[config.mk]
export PLATFORM = sky130hd
export DESIGN_NAME = demux_merge_2to1_16bit
export DESIGN_NICKNAME = d
export VERILOG_FILES = /design/src/rtl/demux_merge_2to1_16bit.sv
export SDC_FILE = /design/constraint.sdc
export NUM_CORES = 1
export LEC_CHECK = 0
export ABC_AREA = 1
export BUFFER_PORTS_ARGS = -buffer_cell sky130_fd_sc_hd__clkbuf_2
export CORE_ASPECT_RATIO = 0.75
export CORE_MARGIN = 8
export CORE_UTILIZATION = 53
export CTS_BUF_LIST = sky130_fd_sc_hd__clkbuf_2 sky130_fd_sc_hd__clkbuf_4 sky130_fd_sc_hd__clkbuf_8
export DETAILED_ROUTE_END_ITERATION = 8
export GPL_TIMING_DRIVEN = 0
export PLACE_DENSITY = 0.87
export SYNTH_ARGS = -nofsm -noshare
export SYNTH_HDL_FRONTEND = slang
export SYNTH_SLANG_ARGS = --single-unit
[constraint.sdc]
create_clock -name clk -period 1.8 [get_ports clk]
set_input_delay 0 -clock clk [delete_from_list [all_inputs] [get_ports clk]]
set_output_delay 0 -clock clk [all_outputs]
set_load 0.03 [all_outputs]
[src/rtl/demux_merge_2to1_16bit.sv]
// demux_merge_2to1_16bit
//   Two-channel round-robin merge. Each producer channel feeds its own small
//   FIFO; one word per cycle is popped into a registered output stage that
//   also carries the source channel index (out_sel) for reply routing.
//
// Ports
//   clk, rst_n            : clock, asynchronous active-low reset
//   in0_data/valid/ready  : channel 0 producer handshake (ready = FIFO 0 not full)
//   in1_data/valid/ready  : channel 1 producer handshake (ready = FIFO 1 not full)
//   out_data/sel/valid    : registered merged word, its source channel, valid flag
//   out_ready             : consumer accepts the current output word
module demux_merge_2to1_16bit #(
  parameter int WIDTH = 16,
  parameter int DEPTH = 2
) (
  input  logic             clk,
  input  logic             rst_n,
  input  logic [WIDTH-1:0] in0_data,
  input  logic             in0_valid,
  output logic             in0_ready,
  input  logic [WIDTH-1:0] in1_data,
  input  logic             in1_valid,
  output logic             in1_ready,
  output logic [WIDTH-1:0] out_data,
  output logic             out_sel,
  output logic             out_valid,
  input  logic             out_ready
);

  localparam int AW = (DEPTH > 1) ? $clog2(DEPTH) : 1;
  localparam int CW = $clog2(DEPTH + 1);

  logic [WIDTH-1:0] in_data [2];
  logic [WIDTH-1:0] head    [2];
  logic [1:0]       in_valid;
  logic [1:0]       in_rdy;
  logic [1:0]       full;
  logic [1:0]       empty;
  logic [1:0]       push;
  logic [1:0]       pop;

  // Cleared by reset, set on the first edge afterwards: keeps both readies
  // low for the whole time rst_n is asserted even though the FIFOs are empty.
  logic             rdy_en_q;

  logic             last_grant_q, last_grant_d;
  logic [WIDTH-1:0] out_data_q, out_data_d;
  logic             out_sel_q, out_sel_d;
  logic             out_valid_q, out_valid_d;

  logic             out_free;
  logic             pop_any;
  logic             gnt;

  assign in_data[0] = in0_data;
  assign in_data[1] = in1_data;
  assign in_valid   = {in1_valid, in0_valid};

  // Ready depends only on the FIFO fill level (registered state), so a full
  // FIFO stays not-ready even in a cycle where it is being popped.
  assign in_rdy    = {rdy_en_q && !full[1], rdy_en_q && !full[0]};
  assign push      = in_valid & in_rdy;
  assign in0_ready = in_rdy[0];
  assign in1_ready = in_rdy[1];

  always_ff @(posedge clk or negedge rst_n) begin
    if (!rst_n) rdy_en_q <= 1'b0;
    else        rdy_en_q <= 1'b1;
  end

  for (genvar g = 0; g < 2; g++) begin : g_fifo
    logic [WIDTH-1:0] mem_q [DEPTH];
    logic [AW-1:0]    wptr_q, rptr_q;
    logic [CW-1:0]    cnt_q;

    assign full[g]  = (cnt_q == CW'(DEPTH));
    assign empty[g] = (cnt_q == '0);
    assign head[g]  = mem_q[rptr_q];

    // Pointers wrap naturally because DEPTH is a power of two.
    always_ff @(posedge clk or negedge rst_n) begin
      if (!rst_n) begin
        wptr_q <= '0;
        rptr_q <= '0;
        cnt_q  <= '0;
      end else begin
        if (push[g]) wptr_q <= wptr_q + AW'(1);
        if (pop[g])  rptr_q <= rptr_q + AW'(1);
        case ({push[g], pop[g]})
          2'b10:   cnt_q <= cnt_q + CW'(1);
          2'b01:   cnt_q <= cnt_q - CW'(1);
          default: cnt_q <= cnt_q;
        endcase
      end
    end

    // Storage needs no reset: entries are only read after being written.
    always_ff @(posedge clk) begin
      if (push[g]) mem_q[wptr_q] <= in_data[g];
    end
  end

  // Round-robin: on contention the channel that did not win last time is
  // granted; otherwise whichever FIFO holds data. Only FIFO contents visible
  // at the start of the cycle take part, so there is no input-to-output bypass.
  always_comb begin
    out_free = !out_valid_q || out_ready;
    pop_any  = out_free && !(&empty);
    if (!empty[0] && !empty[1]) gnt = !last_grant_q;
    else                        gnt = empty[0];
    pop = '0;
    if (pop_any) pop[gnt] = 1'b1;
  end

  always_comb begin
    out_data_d   = out_data_q;
    out_sel_d    = out_sel_q;
    out_valid_d  = out_valid_q;
    last_grant_d = last_grant_q;
    if (out_free) begin
      out_valid_d = pop_any;
      if (pop_any) begin
        out_data_d   = gnt ? head[1] : head[0];
        out_sel_d    = gnt;
        last_grant_d = gnt;
      end
    end
  end

  always_ff @(posedge clk or negedge rst_n) begin
    if (!rst_n) begin
      out_data_q   <= '0;
      out_sel_q    <= 1'b0;
      out_valid_q  <= 1'b0;
      last_grant_q <= 1'b1;
    end else begin
      out_data_q   <= out_data_d;
      out_sel_q    <= out_sel_d;
      out_valid_q  <= out_valid_d;
      last_grant_q <= last_grant_d;
    end
  end

  assign out_data  = out_data_q;
  assign out_sel   = out_sel_q;
  assign out_valid = out_valid_q;

endmodule

==> flow_summary_export.csv, run 1 <==
group,metric,value,unit
outcome,status,"finished clean",
global_routing,grt.overflow.total,0,
cts,cts.sinks,92,
layout,diodes,0,
power,ir_worst_vdd,755,uV
setup_path,cp_cell_sequence,"inv_2 -> nand2_1 -> nand2_4 -> nand2_2 -> buf_6 -> nor2_4 -> ha_4 -> a21oi_1 -> o21ai_0 -> xor2_1",
timing,worst_pin_slew,0.701,ns
place,place_area,4120,um^2
layout,design_area,4780,um^2
routing,drt_pass1_iterations,5,
routing,wl,8.37,mm
floorplanning,die_y,88.2,um
cts,clk_latency,0.36,ns
global_routing,grtUsageTotal,17.5,%
routing,drc,0,
power,p_int,4610,uW
timing,slew_viol_final,0,
flow_run,cap_violations,0,
timing,final.setup.tns,0,ns
cts,cts_root_buffer,"clkbuf_8",
floorplanning,rows,26,
power,power.share.switching,40.3,%
synthesis,synth_fp_nets,361,
synthesis,avgSynthCellArea,11.4,um^2
timing,fin_crit,1.72,ns
routing,post_drt_wl_per_cell,16.2,um
setup_path,crit_type,"register to register",
layout,fill_cells,460,
timing,clock_skew,0.0131,ns
setup_path,worst_setup_path_end_kind,"register",
synthesis,synth_area,3680,um^2
cts,htreeDepth,3,
routing,drtAntennaViolNets,0,
layout,multiInputGateArea,1040,um^2
power,p_sw,3110,uW
setup_path,critPathLaunchType,"register",
power,total_power,7720,uW
place,port_buffers,56,
synthesis,yosysSeqAreaShare,71.2,%
global_routing,antenna_found_initial,0,
routing,via_count,2751,
layout,regArea,2630,um^2
cts,cts_buffers,9,
timing,report.final.setup_viol,0,
synthesis,yosysWarnings,0,
power,powerDensity,1620,nW/um^2
layout,nets,468,
floorplanning,placeableCoreArea,6770,um^2
routing,vias_per_cell,5.31,
layout,synthToLayoutAreaGrowth,29.7,%
setup_path,cp.arrival,1.96,ns
cts,cts_tree,"done",
synthesis,synth_cell_type_count,23,
timing,rsz0062_at_grt,"yes",
layout,final_cells,518,
layout,drive_gt1_share,27.2,%
place,place.gp.congestion,0.813,
timing,max_slew_margin,53.3,%
timing,hold_ws,0.0225,ns
timing,final_hold_viol_count,0,
synthesis,syn_inst,322,
floorplanning,start_util,54.4,%
place,dp_cells,462,
power,comb_power_share,41.9,%
setup_path,worstPathMaxFanout,6,
setup_path,max_stage_delay,0.41,ns
floorplanning,io_pins,57,
cts,clk_pin_slew,0.09,ns
setup_path,crit_slowest_cell,"dfrtp_2",
power,p_clk_share,18.7,%
global_routing,grt_max_degree,29,
synthesis,ys_ff_latch,92,
setup_path,crit_required,2.04,ns
routing,drt-initial-drc-count,236,
floorplanning,die_w,112,um
cts,cts_buffer_depth,2,
place,dpl.hpwl,5.70,mm
power,total_leakage_power,0.00208,uW
power,seqPwrFrac,39.5,%
global_routing,grt_pass1_vias,2753,
worst_hold_path,hold_class,"primary input to register",
timing,post-route-period-util,95.7,%
global_routing,grt_pass1_wl,13.1,mm
timing,clock.fmax,581,MHz
floorplanning,die_area,9900,um^2
## per-stage QoR
| stage | util [%] | setup WS, ns |
|---|---|---|
| 2_1_floorplan | - | 0.0171 |
| 3_3_place_gp | 60.9 | -0.105 |
| 3_5_place_dp | 60.9 | -0.166 |
| 4_1_cts | 69.9 | 0.0115 |
| 5_1_grt | 70.6 | -0.000795 |
| 6_report | 70.6 | 0.0782 |
## placed cells by master (no fill, tap or decap), types with 2 or more instances in the layout
master         instances
ha_4                   2
o21ai_0                4
nor2_4                 8
clkbuf_2              56
a21oi_4                2
clkbuf_8              10
nand2_2                5
inv_6                  3
xnor2_1                2
edfxtp_1              64
inv_1                  8
xor2_1                 4
buf_4                 10
buf_2                  7
nand4_1               16
dlygate4sd3_1         33
inv_2                  3
nand2_1              122
buf_6                  2
nand3_1               33
dfrtp_1               24
clkinv_1               2
dfrtp_2                3
## synth_stat cells (all sizes together)
master  instances  area [um^2]
edfxtp         64         1920
nor2           10         45.1
xnor2           2         17.5
ha              2         25.0
nand2         128          488
conb            1         3.75
a21oi           4         31.3
clkinv          2         7.51
xor2            4         35.0
clkbuf          1         3.75
dfstp           1         26.3
buf            12         76.3
dfrtp          27          676
o21ai           4         20.0
inv            11         41.3
nand3          33          165
nand4          16          100
## final cells by class
| type | count | share of cell area (%) |
|---|---|---|
| Buffer | 13 | 1.75 |
| Clock buffer | 11 | 3.04 |
| Clock inverter | 5 | 1.36 |
| Inverter | 13 | 1.02 |
| Multi-Input combinational cell | 204 | 21.7 |
| Sequential cell | 92 | 55.0 |
| Tap cell | 84 | 2.20 |
| Timing Repair Buffer | 96 | 13.9 |
## sequential cells by signal, indices dropped and copies added, names as in the netlist
| name | cells |
|---|---|
| g_fifo.mem_q | 64 |
| g_fifo.rptr_q | 2 |
| g_fifo.wptr_q | 2 |
| out_valid | 1 |
| out_data | 16 |
| rdy_en_q | 1 |
| last_grant_q | 1 |
| g_fifo.cnt_q | 4 |
| out_sel | 1 |
## cell families (layout without fill, tap and decap cells)
logic type | after synthesis | in the layout | share of synthesized area [%]
XOR/XNOR | 6 | 6 | 1.43
buffers and inverters | 26 | 138 | 3.50
other | 1 | 1 | 0.102
AO/OA/AOI/OAI | 8 | 8 | 1.39
flip-flops | 92 | 92 | 71.2
AND/OR/NAND/NOR | 187 | 187 | 21.7
adder cells (fa/ha/maj) | 2 | 2 | 0.679
## layer usage
metal	wire [um]	up-vias	share of wire (%)	track usage [%]
met4	200	0	2.4	8.41
met3	726	19	8.7	5.99
met2	4130	137	49	29.2
met5	0	-	0	0
met1	3310	1291	40	20.2
li1	-	1304	-	-
## worst max-delay path: cells and delay by family, from the launching register on
family | cells | cell delay, ns
buffers and inverters | 2 | 0.21
AOI/OAI and AO/OA | 2 | 0.25
DFF | 1 | 0.41
and+or+nand+nor | 4 | 0.35
adders and majority gates | 1 | 0.22
xor gates and xnor gates | 1 | 0.16
## power by group through the flow
stage,registers (uW),clock network (uW),logic [uW]
2_1_floorplan,3420,0,1670
3_3_place_gp,3090,0,2720
3_5_place_dp,3110,0,2830
4_1_cts,3050,1450,3090
5_1_grt,3090,1530,3540
6_report,3050,1440,3230
## final timing paths
path | startpoint | endpoint | slack (ns) | cells after the start
max in group asynchronous | rst_n | g_fifo[1].cnt_q[0]$_DFFE_PN0P_ | 1.09 | 2
min | in0_valid | g_fifo[0].wptr_q$_DFFE_PN0P_ | 0.02 | 3
max | g_fifo[1].cnt_q[0]$_DFFE_PN0P_ | g_fifo[0].cnt_q[1]$_DFFE_PN0P_ | 0.08 | 10
max reg2reg | g_fifo[1].cnt_q[0]$_DFFE_PN0P_ | g_fifo[0].cnt_q[1]$_DFFE_PN0P_ | 0.08 | 10
min reg2reg | out_data[7]$_DFFE_PN0P_ | out_data[7]$_DFFE_PN0P_ | 0.52 | 2
min in group asynchronous | rst_n | g_fifo[0].wptr_q$_DFFE_PN0P_ | 0.22 | 2
## repair_timing
item                       CTS  global route
hold endpoints to repair    91             0
setup endpoints to repair    2             2
hold buffers                33             0
buffers inserted             5             2
pin swaps                    2             1
gates resized for setup      9             6
Note: power is estimated with default switching activity, not from simulation.
==> run 2, diff against run 1 <==
Settings changed: MAX_ROUTING_LAYER from default to met4.
==> flow_summary_export.csv, run 2 (synthesis gave the netlist of run 1 again) <==
group,metric,value,unit
outcome,status,"finished clean",
floorplanning,die_y,88.2,um
setup_path,r2r_cells,10,
floorplanning,die_area,9900,um^2
timing,report.final.setup_viol,0,
cts,cts_tree,"done",
worst_hold_path,hold_end,"g_fifo[0].wptr_q$_DFFE_PN0P_",
routing,drtAntennaViolNets,0,
timing,clock_skew,0.0109,ns
global_routing,grt.overflow.total,0,
cts,cts_buffers,9,
power,powerDensity,1610,nW/um^2
global_routing,antenna_found_initial,0,
setup_path,max_stage_delay,0.41,ns
routing,drt_pass1_iterations,5,
layout,final_util,70.6,%
layout,largest_reg_flops,64,
global_routing,use_met3,5.79,%
place,dp_cells,462,
floorplanning,rows,26,
global_routing,globalRoute.busiestLayer,"met2",
timing,worst_pin_slew,0.717,ns
layout,nets,468,
worst_hold_path,hold_start,"in0_valid",
setup_path,crit_slowest_cell,"dfrtp_2",
power,total_power,7710,uW
timing,max_slew_margin,52.2,%
layout,diodes,0,
routing,drc,0,
cts,cts_root_buffer,"clkbuf_8",
floorplanning,placeableCoreArea,6770,um^2
power,ir_worst_vdd,753,uV
layout,final_cells,518,
routing,drt-initial-drc-count,234,
flow_run,cap_violations,0,
setup_path,r2r_slack,0.08,ns
timing,post-route-period-util,95.8,%
routing,post_drt_wl_per_cell,16.1,um
cts,clk_pin_slew,0.09,ns
layout,top_register,"g_fifo.mem_q",
floorplanning,io_pins,57,
cts,cts.sinks,92,
cts,cts_buffer_depth,2,
setup_path,critPathLaunchType,"register",
global_routing,grt_max_degree,29,
setup_path,crit_type,"register to register",
setup_path,cp.depth,10,
global_routing,grt_pass1_vias,2755,
setup_path,critical_path.top_delay_family,"flip-flops",
place,port_buffers,56,
timing,slew_viol_final,0,
global_routing,grt_pass1_wl,13.1,mm
global_routing,grtUsageTotal,18.1,%
routing,via_count,2701,
worst_hold_path,min_path_cells,3,
routing,vias_per_cell,5.21,
place,place.gp.congestion,0.825,
layout,drive_gt1_share,27.2,%
setup_path,worstPathMaxFanout,6,
cts,htreeDepth,3,
global_routing,grt_util_met1,20.3,%
setup_path,worst_setup_path_end_kind,"register",
setup_path,r2r-end,"g_fifo[0].cnt_q[1]$_DFFE_PN0P_",
global_routing,grt_use_met2,29.3,%
layout,synthToLayoutAreaGrowth,29.7,%
setup_path,cp_cell_sequence,"inv_2 -> nand2_1 -> nand2_4 -> nand2_2 -> buf_6 -> nor2_4 -> ha_4 -> a21oi_1 -> o21ai_0 -> xor2_1",
power,total_leakage_power,0.00208,uW
layout,final_common_cell,"nand2_1",
routing,wl,8.33,mm
timing,clock.fmax,580,MHz
setup_path,path_buf_inv,2,
timing,rsz0062_at_grt,"yes",
layout,layout_common_cells,"nand2_1, edfxtp_1, clkbuf_2",
floorplanning,start_util,54.4,%
timing,fin_crit,1.72,ns
setup_path,cp.arrival,1.96,ns
floorplanning,die_w,112,um
setup_path,r2r_start,"g_fifo[1].cnt_q[0]$_DFFE_PN0P_",
timing,final_hold_viol_count,0,
cts,clk_latency,0.36,ns
worst_hold_path,hold_class,"primary input to register",
place,dpl.hpwl,5.70,mm
setup_path,crit_required,2.04,ns
[run 2: stage by stage]
stage	hold WS [ns]	setup slack, ns	area (um^2)	TNS, ns
final	0.0238	0.0753	4780	0
after global routing	0.0230	0.00280	4780	0
after CTS	0.0331	0.0115	4730	0
after detailed placement	0.0814	-0.166	4120	-0.310
after global placement	0.0685	-0.105	4120	-0.194
after floorplan	-0.296	0.0171	3730	0
[run 2: worst max path at each step]
stage	slack, ns	from	end
floorplan	0.02	g_fifo[1].cnt_q[0]$_DFFE_PN0P_	g_fifo[1].cnt_q[1]$_DFFE_PN0P_
global placement	-0.11	g_fifo[0].cnt_q[0]$_DFFE_PN0P_	g_fifo[1].cnt_q[1]$_DFFE_PN0P_
detailed placement	-0.17	g_fifo[0].cnt_q[0]$_DFFE_PN0P_	g_fifo[0].cnt_q[1]$_DFFE_PN0P_
CTS	0.01	g_fifo[0].cnt_q[0]$_DFFE_PN0P_	g_fifo[0].cnt_q[1]$_DFFE_PN0P_
global route	0.003	g_fifo[1].cnt_q[1]$_DFFE_PN0P_	g_fifo[1].mem_q[1][12]$_DFFE_PP_
finish	0.08	g_fifo[1].cnt_q[0]$_DFFE_PN0P_	g_fifo[0].cnt_q[1]$_DFFE_PN0P_
[run 2: cell type report]
| type | count | area, um^2 |
|---|---|---|
| buffer | 13 | 83.8 |
| clock buffer | 11 | 145 |
| timing repair buffer | 96 | 663 |
| multi-input combinational | 204 | 1040 |
| sequential | 92 | 2630 |
| inverter | 13 | 48.8 |
| fill | 460 | 1990 |
| clock inverter | 5 | 65.1 |
| tap | 84 | 105 |
[run 2: worst min-delay path, cell delays in order]
cell	delay (ns)
clkbuf_2	0.09
nand2_2	0.17
xor2_1	0.09
[run 2: power breakdown]
part           leakage [uW]  total [uW]  internal (uW)  switching (uW)
Clock              0.000108        1430            713             717
Combinational       0.00106        3230           1100            2130
Sequential         0.000918        3050           2800             247
[run 2: metal layers]
layer  vias to the layer above  wire length, um  part of all wire (%)
met5                         -                0                     0
met4                         0              217                   2.6
met3                        18              578                   6.9
met2                       114             4080                    49
met1                      1264             3450                    41
li1                       1305                -                     -
[run 2: what timing repair did]
action,4_1_cts,5_1_grt
gates cloned,0,0
pin swaps,2,1
gates resized for setup,9,6
buffers inserted,5,2
endpoints found under the setup margin,2,2
hold buffers,33,0
hold endpoints to repair,91,0
==> run 3, diff against run 2 <==
Settings changed: GPL_TIMING_DRIVEN 0 to default.
==> flow_summary_export.csv, run 3 (synthesis gave the netlist of run 1 again) <==
group,metric,value,unit
outcome,status,"finished clean",
setup_path,worst_setup_path_end_kind,"register",
place,port_buffers,56,
power,powerDensity,1610,nW/um^2
cts,clk_latency,0.36,ns
cts,cts.sinks,92,
routing,wl,8.50,mm
layout,layout_common_cells,"nand2_1, edfxtp_1, clkbuf_2",
setup_path,critPathLaunchType,"register",
floorplanning,placeableCoreArea,6770,um^2
layout,final_util,71.0,%
cts,clk_pin_slew,0.09,ns
layout,diodes,0,
floorplanning,io_pins,57,
place,place.gp.congestion,0.836,
global_routing,antenna_found_initial,0,
floorplanning,die_y,88.2,um
flow_run,cap_violations,0,
global_routing,grt_pass1_vias,2908,
layout,drive_gt1_share,25.6,%
floorplanning,start_util,54.4,%
setup_path,crit_type,"register to register",
layout,largest_reg_flops,64,
layout,nets,467,
routing,via_count,2739,
routing,vias_per_cell,5.30,
routing,drc,0,
global_routing,grtUsageTotal,18.5,%
timing,clock.fmax,599,MHz
worst_hold_path,hold_class,"primary input to register",
setup_path,worstPathMaxFanout,4,
layout,final_cells,517,
place,dp_cells,464,
global_routing,grt_pass1_wl,13.8,mm
place,dpl.hpwl,5.70,mm
timing,worst_pin_slew,0.725,ns
power,ir_worst_vdd,844,uV
cts,cts_tree,"done",
routing,drtAntennaViolNets,0,
global_routing,grt.overflow.total,0,
floorplanning,die_area,9900,um^2
layout,synthToLayoutAreaGrowth,30.4,%
power,total_leakage_power,0.00211,uW
layout,top_register,"g_fifo.mem_q",
timing,post-route-period-util,92.7,%
floorplanning,rows,26,
power,total_power,7710,uW
routing,drt-initial-drc-count,214,
cts,cts_buffer_depth,2,
timing,clock_skew,0.0123,ns
timing,slew_viol_final,0,
timing,report.final.setup_viol,0,
cts,cts_buffers,9,
setup_path,cp.arrival,1.90,ns
layout,fill_cells,455,
layout,final_common_cell,"nand2_1",
timing,final_hold_viol_count,0,
timing,max_slew_margin,51.7,%
timing,rsz0062_at_grt,"no",
timing,fin_crit,1.67,ns
setup_path,crit_required,2.04,ns
routing,drt_pass1_iterations,4,
global_routing,grt_max_degree,29,
cts,cts_root_buffer,"clkbuf_8",
floorplanning,die_w,112,um
cts,htreeDepth,3,
routing,post_drt_wl_per_cell,16.4,um
-- run 3: changes by cell type in the layout (fill, tap and decap cells not counted), sizes merged --
cell	before	now
bufinv	1	2
clkbuf	68	65
inv	14	15
-- run 3: layer usage --
metal  routed length [um]  GRT usage (%)
met1                 3580           20.8
met5                    0              -
met2                 4210           31.8
met3                  583           5.30
met4                  123           5.61
-- run 3: path summary, 6_finish.rpt --
kind | slack (ns) | to | start | cells after the start
setup / recovery | 0.13 | g_fifo[1].cnt_q[1]$_DFFE_PN0P_ | g_fifo[1].cnt_q[0]$_DFFE_PN0P_ | 10
hold / removal | 0.09 | g_fifo[0].wptr_q$_DFFE_PN0P_ | in0_valid | 4
setup reg to reg | 0.13 | g_fifo[1].cnt_q[1]$_DFFE_PN0P_ | g_fifo[1].cnt_q[0]$_DFFE_PN0P_ | 10
hold reg to reg | 0.49 | out_sel$_DFFE_PN0P_ | out_sel$_DFFE_PN0P_ | 2
max in group asynchronous | 1.06 | g_fifo[1].cnt_q[0]$_DFFE_PN0P_ | rst_n | 2
min in group asynchronous | 0.23 | out_data[11]$_DFFE_PN0P_ | rst_n | 2
-- run 3: stage by stage --
step | cell area [um^2] | worst slack (ns) | TNS [ns] | hold slack [ns]
after floorplan | 3730 | 0.0171 | 0 | -0.296
after CTS | 4770 | 0.0246 | 0 | 0.0783
after global placement | 4200 | 0.121 | 0 | 0.0773
after global routing | 4800 | 0.0297 | 0 | 0.103
after detailed placement | 4200 | -0.00620 | -0.00620 | 0.0849
final | 4800 | 0.132 | 0 | 0.0878
-- run 3: critical path: stages (launching register included) --
cell and delay [ns]:
dfrtp_2 0.45, inv_2 0.09, nand2_1 0.06, nand2_2 0.07
nand2_2 0.09, nand2_2 0.09, inv_1 0.05, ha_1 0.29
a21oi_1 0.12, o21ai_1 0.10, xor2_1 0.15
-- run 3: repair_timing --
action	4_1_cts	5_1_grt
gates resized for setup	0	6
hold buffers	33	0
hold endpoints to repair	91	0
pin swaps	1	0
endpoints found under the setup margin	1	2
buffers inserted	1	3
-- run 3: layout make-up --
type / instances / area (um^2) / share of cell area (%)
Inverter: 13 / 48.8 / 1.02
Timing Repair Buffer: 108 / 803 / 16.7
Multi-Input combinational cell: 204 / 995 / 20.7
Tap cell: 84 / 105 / 2.19
Sequential cell: 92 / 2630 / 54.7
Clock inverter: 7 / 103 / 2.14
Clock buffer: 9 / 124 / 2.58
-- run 3: where the power goes --
group / total [uW] / internal [uW] / switching (uW)
sequential: 3040 / 2800 / 248
clock: 1530 / 804 / 725
combinational: 3140 / 1050 / 2090
total: 7710 / 4650 / 3060
